$ cat src/rtl/cve2_wb_pkg.sv
// Shared types and helpers for the writeback arbiter and its load queue.
package cve2_wb_pkg;

  // Widest load data the entry struct can carry; narrower cores zero-extend.
  localparam int unsigned WbMaxDataWidth = 64;

  typedef struct packed {
    logic                      valid;
    logic [4:0]                rd;
    logic [WbMaxDataWidth-1:0] data;
    logic                      filled;
  } wb_entry_t;

  // Architectural register address width: 16 registers for RV32E, else 32.
  function automatic int unsigned reg_addr_width(bit rv32e);
    return rv32e ? 4 : 5;
  endfunction

endpackage

$ cat src/rtl/cve2_wb_arbiter_if.sv
// Bundle of execute, LSU, decode and register-file signals around the arbiter.
interface cve2_wb_arbiter_if #(
  parameter int unsigned DataWidth = 32
);
  logic                 ex_we_i;
  logic [4:0]           ex_waddr_i;
  logic [DataWidth-1:0] ex_wdata_i;
  logic                 lsu_issue_i;
  logic [4:0]           lsu_issue_rd_i;
  logic                 lsu_issue_ready_o;
  logic                 lsu_rvalid_i;
  logic [DataWidth-1:0] lsu_rdata_i;
  logic                 id_valid_i;
  logic [4:0]           id_raddr_a_i;
  logic [4:0]           id_raddr_b_i;
  logic [4:0]           id_waddr_i;
  logic                 id_stall_o;
  logic                 rf_we_o;
  logic [4:0]           rf_waddr_o;
  logic [DataWidth-1:0] rf_wdata_o;
  logic                 err_o;

  modport slave (
    input  ex_we_i, ex_waddr_i, ex_wdata_i,
    input  lsu_issue_i, lsu_issue_rd_i, lsu_rvalid_i, lsu_rdata_i,
    input  id_valid_i, id_raddr_a_i, id_raddr_b_i, id_waddr_i,
    output lsu_issue_ready_o, id_stall_o, rf_we_o, rf_waddr_o, rf_wdata_o, err_o
  );

  modport master (
    output ex_we_i, ex_waddr_i, ex_wdata_i,
    output lsu_issue_i, lsu_issue_rd_i, lsu_rvalid_i, lsu_rdata_i,
    output id_valid_i, id_raddr_a_i, id_raddr_b_i, id_waddr_i,
    input  lsu_issue_ready_o, id_stall_o, rf_we_o, rf_waddr_o, rf_wdata_o, err_o
  );
endinterface

$ cat src/rtl/cve2_wb_load_queue.sv
// Circular queue of outstanding loads: allocate on issue, fill in order on
// response, pop at head on drain. Also produces the pending-destination mask.
module cve2_wb_load_queue
  import cve2_wb_pkg::*;
#(
  parameter int unsigned DataWidth = 32,
  parameter int unsigned Depth     = 2,
  parameter int unsigned NumRegs   = 32
) (
  input  logic                 i_clk,
  input  logic                 i_rst,
  input  logic                 i_issue,
  input  logic [4:0]           i_issue_rd,
  output logic                 o_ready,
  input  logic                 i_rvalid,
  input  logic [DataWidth-1:0] i_rdata,
  input  logic                 i_pop,
  output logic                 o_head_ready,
  output logic [4:0]           o_head_rd,
  output logic [DataWidth-1:0] o_head_data,
  output logic [NumRegs-1:0]   o_pending,
  output logic                 o_resp_err
);

  localparam int unsigned PtrW = (Depth > 1) ? $clog2(Depth) : 1;
  localparam int unsigned CntW = $clog2(Depth + 1);

  wb_entry_t        r_q [Depth];
  logic [PtrW-1:0]  r_head, r_tail, r_fill;
  logic [CntW-1:0]  r_count, r_unfilled;
  logic             w_push, w_fill, w_pop;
  logic [NumRegs-1:0] w_pending;

  function automatic logic [PtrW-1:0] ptr_inc(input logic [PtrW-1:0] p);
    return (p == PtrW'(Depth - 1)) ? '0 : p + 1'b1;
  endfunction

  assign o_ready      = (r_count < CntW'(Depth));
  assign w_push       = i_issue & o_ready;
  assign w_fill       = i_rvalid & (r_unfilled != '0);
  assign o_resp_err   = i_rvalid & (r_unfilled == '0);
  assign o_head_ready = r_q[r_head].valid & r_q[r_head].filled;
  assign w_pop        = i_pop & o_head_ready;
  assign o_head_rd    = r_q[r_head].rd;
  assign o_head_data  = r_q[r_head].data[DataWidth-1:0];
  assign o_pending    = w_pending;

  // Entry storage and pointers; push/fill/pop always target distinct slots.
  always_ff @(posedge i_clk or posedge i_rst) begin
    if (i_rst) begin
      for (int unsigned i = 0; i < Depth; i++) r_q[i] <= '0;
      r_head     <= '0;
      r_tail     <= '0;
      r_fill     <= '0;
      r_count    <= '0;
      r_unfilled <= '0;
    end else begin
      if (w_push) begin
        r_q[r_tail].valid  <= 1'b1;
        r_q[r_tail].rd     <= i_issue_rd;
        r_q[r_tail].data   <= '0;
        r_q[r_tail].filled <= 1'b0;
        r_tail             <= ptr_inc(r_tail);
      end
      if (w_fill) begin
        r_q[r_fill].data   <= WbMaxDataWidth'(i_rdata);
        r_q[r_fill].filled <= 1'b1;
        r_fill             <= ptr_inc(r_fill);
      end
      if (w_pop) begin
        r_q[r_head].valid  <= 1'b0;
        r_q[r_head].filled <= 1'b0;
        r_head             <= ptr_inc(r_head);
      end
      r_count    <= r_count + CntW'(w_push) - CntW'(w_pop);
      r_unfilled <= r_unfilled + CntW'(w_push) - CntW'(w_fill);
    end
  end

  // Pending mask: any valid entry targeting r; x0 never pends.
  always_comb begin
    w_pending = '0;
    for (int unsigned r = 1; r < NumRegs; r++) begin
      for (int unsigned i = 0; i < Depth; i++) begin
        if (r_q[i].valid && (r_q[i].rd == 5'(r))) w_pending[r] = 1'b1;
      end
    end
  end

endmodule

$ cat src/rtl/cve2_wb_arbiter.sv
// Register-file write-port arbiter: execute results take priority, completed
// loads drain from the queue otherwise. Drives decode stall and a sticky
// error for unexpected load responses.
module cve2_wb_arbiter
  import cve2_wb_pkg::*;
#(
  parameter bit          RV32E          = 1'b0,
  parameter int unsigned DataWidth      = 32,
  parameter int unsigned LoadQueueDepth = 2
) (
  input logic              clk_i,
  input logic              rst_i,
  cve2_wb_arbiter_if.slave bus
);

  localparam int unsigned AddrW   = reg_addr_width(RV32E);
  localparam int unsigned NumRegs = 1 << AddrW;

  logic [4:0]           w_ex_addr, w_issue_rd, w_head_rd, w_waddr;
  logic [DataWidth-1:0] w_head_data, w_wdata;
  logic [NumRegs-1:0]   w_pending;
  logic                 w_head_ready, w_pop, w_we, w_resp_err;
  logic                 r_err;

  function automatic logic [4:0] trunc_addr(input logic [4:0] a);
    return 5'(a[AddrW-1:0]);
  endfunction

  assign w_ex_addr  = trunc_addr(bus.ex_waddr_i);
  assign w_issue_rd = trunc_addr(bus.lsu_issue_rd_i);

  cve2_wb_load_queue #(
    .DataWidth (DataWidth),
    .Depth     (LoadQueueDepth),
    .NumRegs   (NumRegs)
  ) u_queue (
    .i_clk        (clk_i),
    .i_rst        (rst_i),
    .i_issue      (bus.lsu_issue_i),
    .i_issue_rd   (w_issue_rd),
    .o_ready      (bus.lsu_issue_ready_o),
    .i_rvalid     (bus.lsu_rvalid_i),
    .i_rdata      (bus.lsu_rdata_i),
    .i_pop        (w_pop),
    .o_head_ready (w_head_ready),
    .o_head_rd    (w_head_rd),
    .o_head_data  (w_head_data),
    .o_pending    (w_pending),
    .o_resp_err   (w_resp_err)
  );

  // Write-port mux: execute wins, else drain a filled head; never write x0.
  always_comb begin
    w_we    = 1'b0;
    w_waddr = '0;
    w_wdata = '0;
    w_pop   = 1'b0;
    if (bus.ex_we_i) begin
      w_we    = (w_ex_addr != '0);
      w_waddr = w_ex_addr;
      w_wdata = bus.ex_wdata_i;
    end else if (w_head_ready) begin
      w_we    = (w_head_rd != '0);
      w_waddr = w_head_rd;
      w_wdata = w_head_data;
      w_pop   = 1'b1;
    end
  end

  assign bus.rf_we_o    = w_we;
  assign bus.rf_waddr_o = w_waddr;
  assign bus.rf_wdata_o = w_wdata;

  assign bus.id_stall_o = bus.id_valid_i &
                          (w_pending[bus.id_raddr_a_i[AddrW-1:0]] |
                           w_pending[bus.id_raddr_b_i[AddrW-1:0]] |
                           w_pending[bus.id_waddr_i[AddrW-1:0]]);

  // Sticky flag for a load response arriving with nothing outstanding.
  always_ff @(posedge clk_i or posedge rst_i) begin
    if (rst_i) r_err <= 1'b0;
    else       r_err <= r_err | w_resp_err;
  end

  assign bus.err_o = r_err;

endmodule

$ cat src/flat_wrapper.sv
// flat-port wrapper written by rule: the top's interface ports become plain ports
module cve2_wb_arbiter_flat import cve2_wb_pkg::*;
#(
  parameter bit          RV32E          = 1'b0,
  parameter int unsigned DataWidth      = 32,
  parameter int unsigned LoadQueueDepth = 2
)
  (clk_i, rst_i, bus_ex_we_i, bus_ex_waddr_i, bus_ex_wdata_i, bus_lsu_issue_i, bus_lsu_issue_rd_i, bus_lsu_rvalid_i, bus_lsu_rdata_i, bus_id_valid_i, bus_id_raddr_a_i, bus_id_raddr_b_i, bus_id_waddr_i, bus_lsu_issue_ready_o, bus_id_stall_o, bus_rf_we_o, bus_rf_waddr_o, bus_rf_wdata_o, bus_err_o);
  cve2_wb_arbiter_if #(.DataWidth(DataWidth)) bus_i ();
  input logic clk_i;
  input logic rst_i;
  input wire logic [$bits(bus_i.ex_we_i)-1:0] bus_ex_we_i;
  input wire logic [$bits(bus_i.ex_waddr_i)-1:0] bus_ex_waddr_i;
  input wire logic [$bits(bus_i.ex_wdata_i)-1:0] bus_ex_wdata_i;
  input wire logic [$bits(bus_i.lsu_issue_i)-1:0] bus_lsu_issue_i;
  input wire logic [$bits(bus_i.lsu_issue_rd_i)-1:0] bus_lsu_issue_rd_i;
  input wire logic [$bits(bus_i.lsu_rvalid_i)-1:0] bus_lsu_rvalid_i;
  input wire logic [$bits(bus_i.lsu_rdata_i)-1:0] bus_lsu_rdata_i;
  input wire logic [$bits(bus_i.id_valid_i)-1:0] bus_id_valid_i;
  input wire logic [$bits(bus_i.id_raddr_a_i)-1:0] bus_id_raddr_a_i;
  input wire logic [$bits(bus_i.id_raddr_b_i)-1:0] bus_id_raddr_b_i;
  input wire logic [$bits(bus_i.id_waddr_i)-1:0] bus_id_waddr_i;
  output wire logic [$bits(bus_i.lsu_issue_ready_o)-1:0] bus_lsu_issue_ready_o;
  output wire logic [$bits(bus_i.id_stall_o)-1:0] bus_id_stall_o;
  output wire logic [$bits(bus_i.rf_we_o)-1:0] bus_rf_we_o;
  output wire logic [$bits(bus_i.rf_waddr_o)-1:0] bus_rf_waddr_o;
  output wire logic [$bits(bus_i.rf_wdata_o)-1:0] bus_rf_wdata_o;
  output wire logic [$bits(bus_i.err_o)-1:0] bus_err_o;
  assign bus_i.ex_we_i = bus_ex_we_i;
  assign bus_i.ex_waddr_i = bus_ex_waddr_i;
  assign bus_i.ex_wdata_i = bus_ex_wdata_i;
  assign bus_i.lsu_issue_i = bus_lsu_issue_i;
  assign bus_i.lsu_issue_rd_i = bus_lsu_issue_rd_i;
  assign bus_i.lsu_rvalid_i = bus_lsu_rvalid_i;
  assign bus_i.lsu_rdata_i = bus_lsu_rdata_i;
  assign bus_i.id_valid_i = bus_id_valid_i;
  assign bus_i.id_raddr_a_i = bus_id_raddr_a_i;
  assign bus_i.id_raddr_b_i = bus_id_raddr_b_i;
  assign bus_i.id_waddr_i = bus_id_waddr_i;
  assign bus_lsu_issue_ready_o = bus_i.lsu_issue_ready_o;
  assign bus_id_stall_o = bus_i.id_stall_o;
  assign bus_rf_we_o = bus_i.rf_we_o;
  assign bus_rf_waddr_o = bus_i.rf_waddr_o;
  assign bus_rf_wdata_o = bus_i.rf_wdata_o;
  assign bus_err_o = bus_i.err_o;
  cve2_wb_arbiter #(.RV32E(RV32E), .DataWidth(DataWidth), .LoadQueueDepth(LoadQueueDepth)) u_core (.clk_i(clk_i), .rst_i(rst_i), .bus(bus_i));
endmodule
$ cat config.mk
export PLATFORM = sky130hd
export DESIGN_NAME = cve2_wb_arbiter_flat
export DESIGN_NICKNAME = d
export VERILOG_FILES = /design/src/rtl/cve2_wb_pkg.sv /design/src/rtl/cve2_wb_arbiter_if.sv /design/src/rtl/cve2_wb_load_queue.sv /design/src/rtl/cve2_wb_arbiter.sv /design/src/flat_wrapper.sv
export SDC_FILE = /design/constraint.sdc
export NUM_CORES = 1
export LEC_CHECK = 0
export BUFFER_PORTS_ARGS = -buffer_cell sky130_fd_sc_hd__buf_2
export CAP_MARGIN = 40
export CORE_MARGIN = 2
export CORE_UTILIZATION = 40
export CTS_BUF_LIST = sky130_fd_sc_hd__clkbuf_4
export DETAILED_ROUTE_END_ITERATION = 12
export PLACE_DENSITY = 0.74
export SLEW_MARGIN = 20
export SYNTH_ARGS = -nofsm -noshare
export SYNTH_HDL_FRONTEND = slang
export SYNTH_HIERARCHICAL = 1
export SYNTH_SLANG_ARGS = --single-unit
export TNS_END_PERCENT = 10
$ cat constraint.sdc
create_clock -name clk_i -period 5.4 [get_ports clk_i]
set_input_delay 1.08 -clock clk_i [delete_from_list [all_inputs] [get_ports clk_i]]
set_output_delay 1.08 -clock clk_i [all_outputs]
set_load 0.005 [all_outputs]
* Yosys cells after proc, flatten, opt, wreduce, memory -nomap -nowiden
Index checks and enable logic that the tools add are counted.
** Word-level totals
- Bits in registers :: 150
- Output and inout bits :: 41
- Word-level logic and storage cells :: 283
** Operators by class
- Equality and inequality tests :: 62
- Add/subtract/negate cells :: 7
- Bitwise operators :: 12
- $lt $le $gt $ge :: 10
- Reductions and logical operators :: 69
- Multiplexer cells :: 109
** Operators with widths (count)
- bitwise mux 142 bit :: 8
- demux 71 bit (select 1 bit) :: 8
- two-way mux 142 bit :: 3
- two-way mux 71 bit :: 5
- equality test 5 bit (second input constant) :: 32
- two-way mux 65 bit :: 2
- equality test 5 x 4 -> 1 bit (second input constant) :: 16
- two-way mux 1 bit :: 75
- two-way mux 70 bit :: 1
- logical AND 1 bit :: 65
- two-way mux 32 bit :: 2
- equality test 5 x 3 -> 1 bit (second input constant) :: 8
- equality test 5 x 2 -> 1 bit (second input constant) :: 4
- < comparator 5 x 6 -> 1 bit (second input constant) :: 3
- binary-select mux 1 bit (select 5 bit) :: 3
- equality test 5 x 1 -> 1 bit (second input constant) :: 2
- two-way mux 5 bit :: 2
- nonzero test 5 bit :: 2
- bitwise AND 1 bit :: 6
- greater-or-equal comparator 2 bit (second input constant) :: 3
- < comparator 2 x 1 -> 1 bit (second input constant) :: 3
- inverter 1 -> 2 bit :: 3
- adder 2 x 1 -> 2 bit :: 2
- subtractor 2 x 1 -> 2 bit :: 2
- 5 further kinds :: 9

* Longest topological paths before layout
Gate-level depths: netlist of run 1.
- Word-level depth :: 16
- Depth in mapped cells :: 12

* Cells and area by module
Netlist of run 1, hierarchy kept.
** Modules (own cells, without submodules)
- cve2_wb_load_queue :: instances 1, area an instance 4187.8 um^2, cells each 350, seq. area each 2127.0 um^2
- cve2_wb_arbiter :: instances 1, area an instance 1268.7 um^2, cells each 135, seq. area each 25.0 um^2

* Worst setup path after synthesis of run 1
Ideal clock, no wire load.
- Path type :: input-to-output
- Start point :: input bus_id_raddr_a_i[0]
- End point :: output bus_id_stall_o
- Arrival :: 2.516 ns
- Slack :: 1.804 ns
- Buffers on the path :: 1
- Stages on the path :: 5
- Cells stage by stage :: buf_2 mux4_2 mux4_2 mux2i_1 a31oi_1
** On the way
- Longest elaborated chain between the ends :: 5
** Ends and longest elaborated chain
- from (decl) :: RTL line flat_wrapper.sv:20 : input wire logic [$bits(bus_i.id_raddr_a_i)-1:0] bus_id_raddr_a_i;
- binary-select mux 1 bit (select 5 bit) :: RTL line cve2_wb_arbiter.sv:75 : (w_pending[bus.id_raddr_a_i[AddrW-1:0]] |
- two-way mux 1 bit (implied by the code) :: RTL line cve2_wb_arbiter.sv:75
- bitwise OR 1 bit :: RTL line cve2_wb_arbiter.sv:75
- bitwise OR 1 bit :: RTL line cve2_wb_arbiter.sv:76 : w_pending[bus.id_raddr_b_i[AddrW-1:0]] |
- bitwise AND 1 bit :: RTL line cve2_wb_arbiter.sv:74 : assign bus.id_stall_o = bus.id_valid_i &
- to (decl) :: RTL line flat_wrapper.sv:24 : output wire logic [$bits(bus_i.id_stall_o)-1:0] bus_id_stall_o;
Every way passes these cells. The select of a mux whose other input is x is not followed.

==> metrics, run 1 <==
max-slew violations=0; Setup crit start kind=register; Max Clock Freq=253 MHz; # IOs=around 140; Synth Area per Inst=11.3 um^2; Relative slew margins=0.503; pin count of the biggest net entering global routing=54; Die Y=121 um; First DRT Iteration DRCs=370; actual slew at the worst max-slew pin=about 0.75 ns; post-synth top area share=0.394; Core Box Area=13300 um^2; clk buf depth=2; reg2reg setup slack=between 2 and 3 ns; fin crit share=0.733; number of flops mapped to enable cells by yosys=0; grt total ovfl=0; HP Class=reg2reg; Area Growth Syn to Fin=15.6%; worst r2r src=u_core/u_queue/r_head; hold buffers post-CTS=0; commonest cells after routing, fill and taps aside=135 x buf_2, 86 x dfrtp_1, 73 x a22o_1; die area=about 15000 um^2; post-synthesis sequential area ratio=0.394; starting density of the core=0.410; P_leak=2.94 nW; Port Buffers=around 140; layout net count=between 600 and 700; post-route ant nets=0; CTS tree=done; Hold Crit Start=u_core/bus.err_o; RSZ-0062 raised after global routing=false; Worst-path clk slew=0.14 ns; initial antenna violation count=1; total wire length=around 15 mm; Final Skew=just over 0.01 ns; worst r2r dst=u_core/u_queue/r_count[1]; # H-tree levels=3; Max-cap violations=0; Clk Latency, worst-skew pair=0.40 ns; Hold Path Depth=1; Worst VDD drop=0.000207 V; grt met1 use=0.291; Critical Path RT=around 4.3 ns; GRT busiest layer=met2; Synth area leaders=dfrtp_1 39%, a22o_1 12%, mux2_2 8.7%, mux4_2 7.4%, a22o_2 5.0%; final hold vios=0; TritonCTS buffer count=9; share of flip-flops with an asynchronous set or reset=1.00; min Tclk post-route=3.96 ns; status=complete, no violations; post-cts sizing count=0; layout cells sized above 1=0.425; synthesized flop and latch total=86; Synth Instances=between 400 and 500; area leader, netlist=dfrtp_1; PwrDens=488 nW/um^2; Max FO, Critical Path=7; Mapped Area=5460 um^2; Num Clock Sinks=86; setup TNS=0 ns; commonest register cell after synthesis=dfrtp_1; Die X=121 um; 1st-pass router iterations=5; global-route wire length before repair=24.5 mm; Worst Setup Path Type=reg2out; GRT met2 Usage=0.339; setup violators final=0; cell row count=42; yosys warns=6; syn nets=583; Post-DP HPWL=10.9 mm; final worst slack=1.44 ns; routed length per instance=about 20 um; # DRC=0; WP data arrival=2.88 ns; clk root buf=clkbuf_4; vias in the first global route=4613; CP endpoint kind=primary output; Netlist cell types=49; via count=4655; Post CTS Setup Buffer Count=0; met3 Usage GRT=0.0377; DP Worst Slack=1.58 ns; GRT Util Overall=0.210; end of the worst hold path=u_core/bus.err_o; commonest non-fill, non-tap cell in the layout=buf_2; vias per inst=6.01; worst reg2reg path depth=10; GP Congestion=1.04
area by class of cell:
class | instances | area, um^2
Clock inverter | 7 | 97.6
Sequential cell | 86 | 2150
Multi-Input combinational cell | 345 | 2980
Tap cell | 176 | 220
Inverter | 9 | 35.0
Antenna cell | 1 | 2.50
Timing Repair Buffer | 142 | 756
Clock buffer | 9 | 67.6
Fill cell | 1240 | 6990
routing by layer:
layer | up-vias | part of all wire
li1 | 2106 | -
met1 | 2306 | 0.44
met2 | 209 | 0.47
met4 | 0 | 0.022
met5 | - | 0
met3 | 34 | 0.068
power breakdown:
group	total (mW)	switching, mW	internal, mW
clock network	0.416	0.227	0.189
logic	1.53	0.789	0.743
registers	1.13	0.225	0.907
worst max path at each step:
stage / to / slack (ns) / cells past startpoint
finish: bus_id_stall_o / 1.44 / 8
global route: bus_id_stall_o / 1.28 / 8
CTS: bus_rf_wdata_o[19] / 1.45 / 6
global placement: bus_id_stall_o / 1.60 / 7
floorplan: bus_id_stall_o / 1.80 / 5
detailed placement: bus_id_stall_o / 1.58 / 6
stage by stage:
stage               hold slack, ns  power, mW   util  cell area, um^2  cells
floorplan                    0.456       2.29      -             5460    485
global placement             0.446       2.56  0.459             6100    756
detailed placement           0.453       2.65  0.461             6130    757
CTS                          0.474       3.07  0.473             6290    773
global route                 0.474       3.29  0.474             6310    774
finish                       0.494       3.08  0.474             6310    775
cell families (layout without fill, tap and decap cells):
logic type / Yosys count / count (layout) / share of synthesized area
adders and majority gates: 3 / 3 / 0.00688
and+or+nand+nor: 103 / 103 / 0.103
DFF: 86 / 86 / 0.394
muxes: 77 / 77 / 0.192
other: 1 / 2 / 0.000687
xor gates and xnor gates: 4 / 4 / 0.00642
AOI/OAI and AO/OA: 157 / 157 / 0.236
buffers and inverters: 54 / 167 / 0.0608
worst max-delay path, cell delays in order (launching register included):
cell and delay, ns:
dfrtp_1 0.49, nor2b_1 0.18, nand3_1 0.20, o22ai_1 0.22, mux4_2 0.52, mux4_2 0.48, mux2i_1 0.15, a31oi_1 0.09
buf_2 0.13
synth_stat cells (2+ instances only):
master	instances
a211o_1	2
a21oi_1	3
a22o_1	73
a22o_2	27
a22oi_1	2
and2b_1	2
buf_2	13
buf_6	6
buf_8	3
clkbuf_1	19
clkbuf_8	3
dfrtp_1	86
ha_1	3
inv_1	9
mux2_2	42
mux2i_1	17
mux4_2	18
nand2_1	30
nand2b_1	5
nand3_1	15
nand3b_1	5
nand4_1	7
nand4b_1	3
nor2_1	15
nor2b_1	9
o21ai_0	7
o22ai_1	33
or2_2	3
or4_1	2
xnor2_1	4
(Power assumes the default switching activity.)
==> run 2: changes to the inputs <==
- PLACE_DENSITY: 0.74 -> 0.76
- clock period: 5.4 -> 3.4 ns (I/O delays scaled with it)
==> run 2 against run 1 <==
Compared with the run above: the run now ends with negative setup slack left; cell count up 1.0%; design area up 3.9%; routed wire length up 3.0%; critical path depth unchanged; via count down 0.13%; count of clock-buffer cells in the layout up 1; total power up 63%; flip-flop and latch count unchanged; register-to-register slack worse by 1.5 ns; utilization up 1.9 points; setup slack worse by 1.4 ns.
==> metrics, run 2 (synthesized netlist as in run 1, its figures left out) <==
status=finished with violations; failing checks=negative setup slack; Worst VDD drop=0.000343 V (+66%); # DRC=0 (unchanged); Switching Fraction=0.420 (+0.0171); Die X=121 um (unchanged); Max FO, Critical Path=4 (-3); cell family with most CP delay=multiplexers; Worst Setup Path Type=reg2out; Setup crit start kind=register; CP endpoint kind=primary output; Slowest cell on crit path=mux4_2; commonest cells after routing, fill and taps aside=135 x buf_2, 79 x dfrtp_1, 73 x a22o_1; layout net count=699 (+1.2%); Core Box Area=13300 um^2 (unchanged); PwrDens=767 nW/um^2 (+57%); hold buffers post-CTS=0 (unchanged); P_leak=3.01 nW (+2.4%); setup violators final=1 (+1); sequential cell area=2160 um^2 (+0.41%); cell row count=42 (unchanged); GRT Util Overall=0.215 (+0.00493); layout filler cell count=1224 (-1.3%); # H-tree levels=3 (unchanged); via count=4649 (-0.13%); Internal=2.92 mW (+59%); # IOs=136 (unchanged); CP peak stage delay=0.50 ns (-0.02 ns); routed length per instance=20.0 um (+2.0%); Port Buffers=135 (unchanged); First DRT Iteration DRCs=408 (+10%); total wire length=15.7 mm (+3.0%); Relative slew margins=0.644 (+0.141); Num Clock Sinks=86 (unchanged); Max-cap violations=0 (unchanged); final hold vios=0 (unchanged); Clk Latency, worst-skew pair=0.43 ns (+0.03 ns); actual slew at the worst max-slew pin=0.534 ns (-0.211 ns); CTS tree=done; Max Clock Freq=294 MHz; Comb pwr share=0.547 (+0.050); most frequent CP cell=mux4_2; grt total ovfl=0 (unchanged); layout cells sized above 1=0.508 (+0.0835); die area=14600 um^2 (unchanged); clock network power share=0.096 (-0.039); vias per inst=5.94 (-1.1%); TritonCTS buffer count=9 (unchanged); Area Growth Syn to Fin=20.2%; GP Congestion=0.898 (-13%); min Tclk post-route=3.40 ns; total power=5.03 mW (+63%); Multi-input gate area=3210 um^2 (+7.6%); fin crit share=1.00; post-route ant nets=0 (unchanged); WP data arrival=2.72 ns (-0.16 ns); Worst-path clk slew=0.12 ns (-0.02 ns); Buf/Inv on CP=2 (+1); 1st-pass router iterations=4 (-1); final worst slack=-0.00305 ns (-1.44 ns); clk root buf=clkbuf_4; pin count of the biggest net entering global routing=41 (-24%); commonest non-fill, non-tap cell in the layout=buf_2; crit path cell chain=buf_4 -> nand4_1 -> o22ai_1 -> mux4_2 -> mux4_2 -> mux2i_1 -> a31oi_1 -> buf_2; clk buf depth=2 (unchanged); HP Class=in2async; Post-DP HPWL=11.0 mm (+0.64%); max-slew violations=0 (unchanged); switching pwr=2.11 mW (+70%); vias in the first global route=4708 (+2.1%); Cell Area, Placed=6150 um^2 (+0.47%); post-route cell area=6560 um^2 (+3.9%); Final Skew=0.0128 ns (+0.00255 ns); Flop pwr share=0.358 (-0.010); Critical Path RT=2.72 ns (-1.60 ns); starting density of the core=0.410 (unchanged); global-route wire length before repair=24.7 mm (+0.98%); Die Y=121 um (unchanged); post-layout util=0.493 (+0.0186); initial antenna violation count=3 (+2); RSZ-0062 raised after global routing=true
-- run 2: worst paths after layout --
path / startpoint / end / slack [ns] / cells after the start
worst max-delay path: register / bus_id_stall_o / -0.003 / 8
worst min-delay path: rst_i / u_core/bus.err_o / 0.09 / 2
worst max register to register: u_core/u_queue/r_head / u_core/u_queue/r_count[1] / 1.00 / 8
worst min register to register: u_core/bus.err_o / u_core/bus.err_o / 0.48 / 1
max in group asynchronous: rst_i / async pin / 2.39 / 3
min in group clk_i: bus_lsu_issue_rd_i[2] / register / 0.46 / 3
-- run 2: worst reg2reg max path, stage by stage (launching register included) --
cell	delay, ns
dfrtp_2	0.50
o21ai_1	0.40
nor2b_2	0.55
and2_1	0.21
ha_1	0.22
inv_1	0.05
ha_1	0.14
xnor2_1	0.13
xnor2_1	0.13
-- run 2: cell type report --
cell class                      instances  share of cell area
Multi-Input combinational cell        345               0.489
Tap cell                              176              0.0336
Clock buffer                           10              0.0115
Clock inverter                          6             0.00439
Antenna cell                            1            0.000382
Inverter                                9             0.00534
Sequential cell                        86               0.330
Timing Repair Buffer                  150               0.126
-- run 2: power by group through the flow --
stage	Clock [mW]	Sequential, mW	Combinational (mW)
detailed placement	0	1.80	2.42
global route	0.539	1.85	2.97
floorplan	0	1.67	1.96
CTS	0.500	1.78	2.66
global placement	0	1.77	2.34
finish	0.481	1.80	2.75
-- run 2: through the flow --
stage | setup TNS [ns] | hold slack (ns) | cells | setup WS (ns)
after floorplan | 0 | 0.409 | 485 | 0.527
after global placement | 0 | 0.451 | 758 | 0.401
after detailed placement | 0 | 0.450 | 759 | 0.391
after CTS | 0 | 0.0487 | 782 | 0.0000850
after global routing | -0.116 | 0.0546 | 783 | -0.116
final | -0.00305 | 0.0862 | 783 | -0.00305
-- run 2: what timing repair did --
action | 4_1_cts | 5_1_grt
setup buffers | 7 | 0
pin swaps | 1 | 4
gates resized for setup | 43 | 13
endpoints found under the setup margin | 6 | 1
-- run 2: layer usage --
| layer | vias up | wire length (um) | GRT usage |
|---|---|---|---|
| met5 | - | 21 | 0 |
| met4 | 4 | 276 | 0.0792 |
| met3 | 25 | 1120 | 0.0552 |
| met2 | 189 | 7480 | 0.337 |
| met1 | 2310 | 6800 | 0.288 |
| li1 | 2121 | - | - |
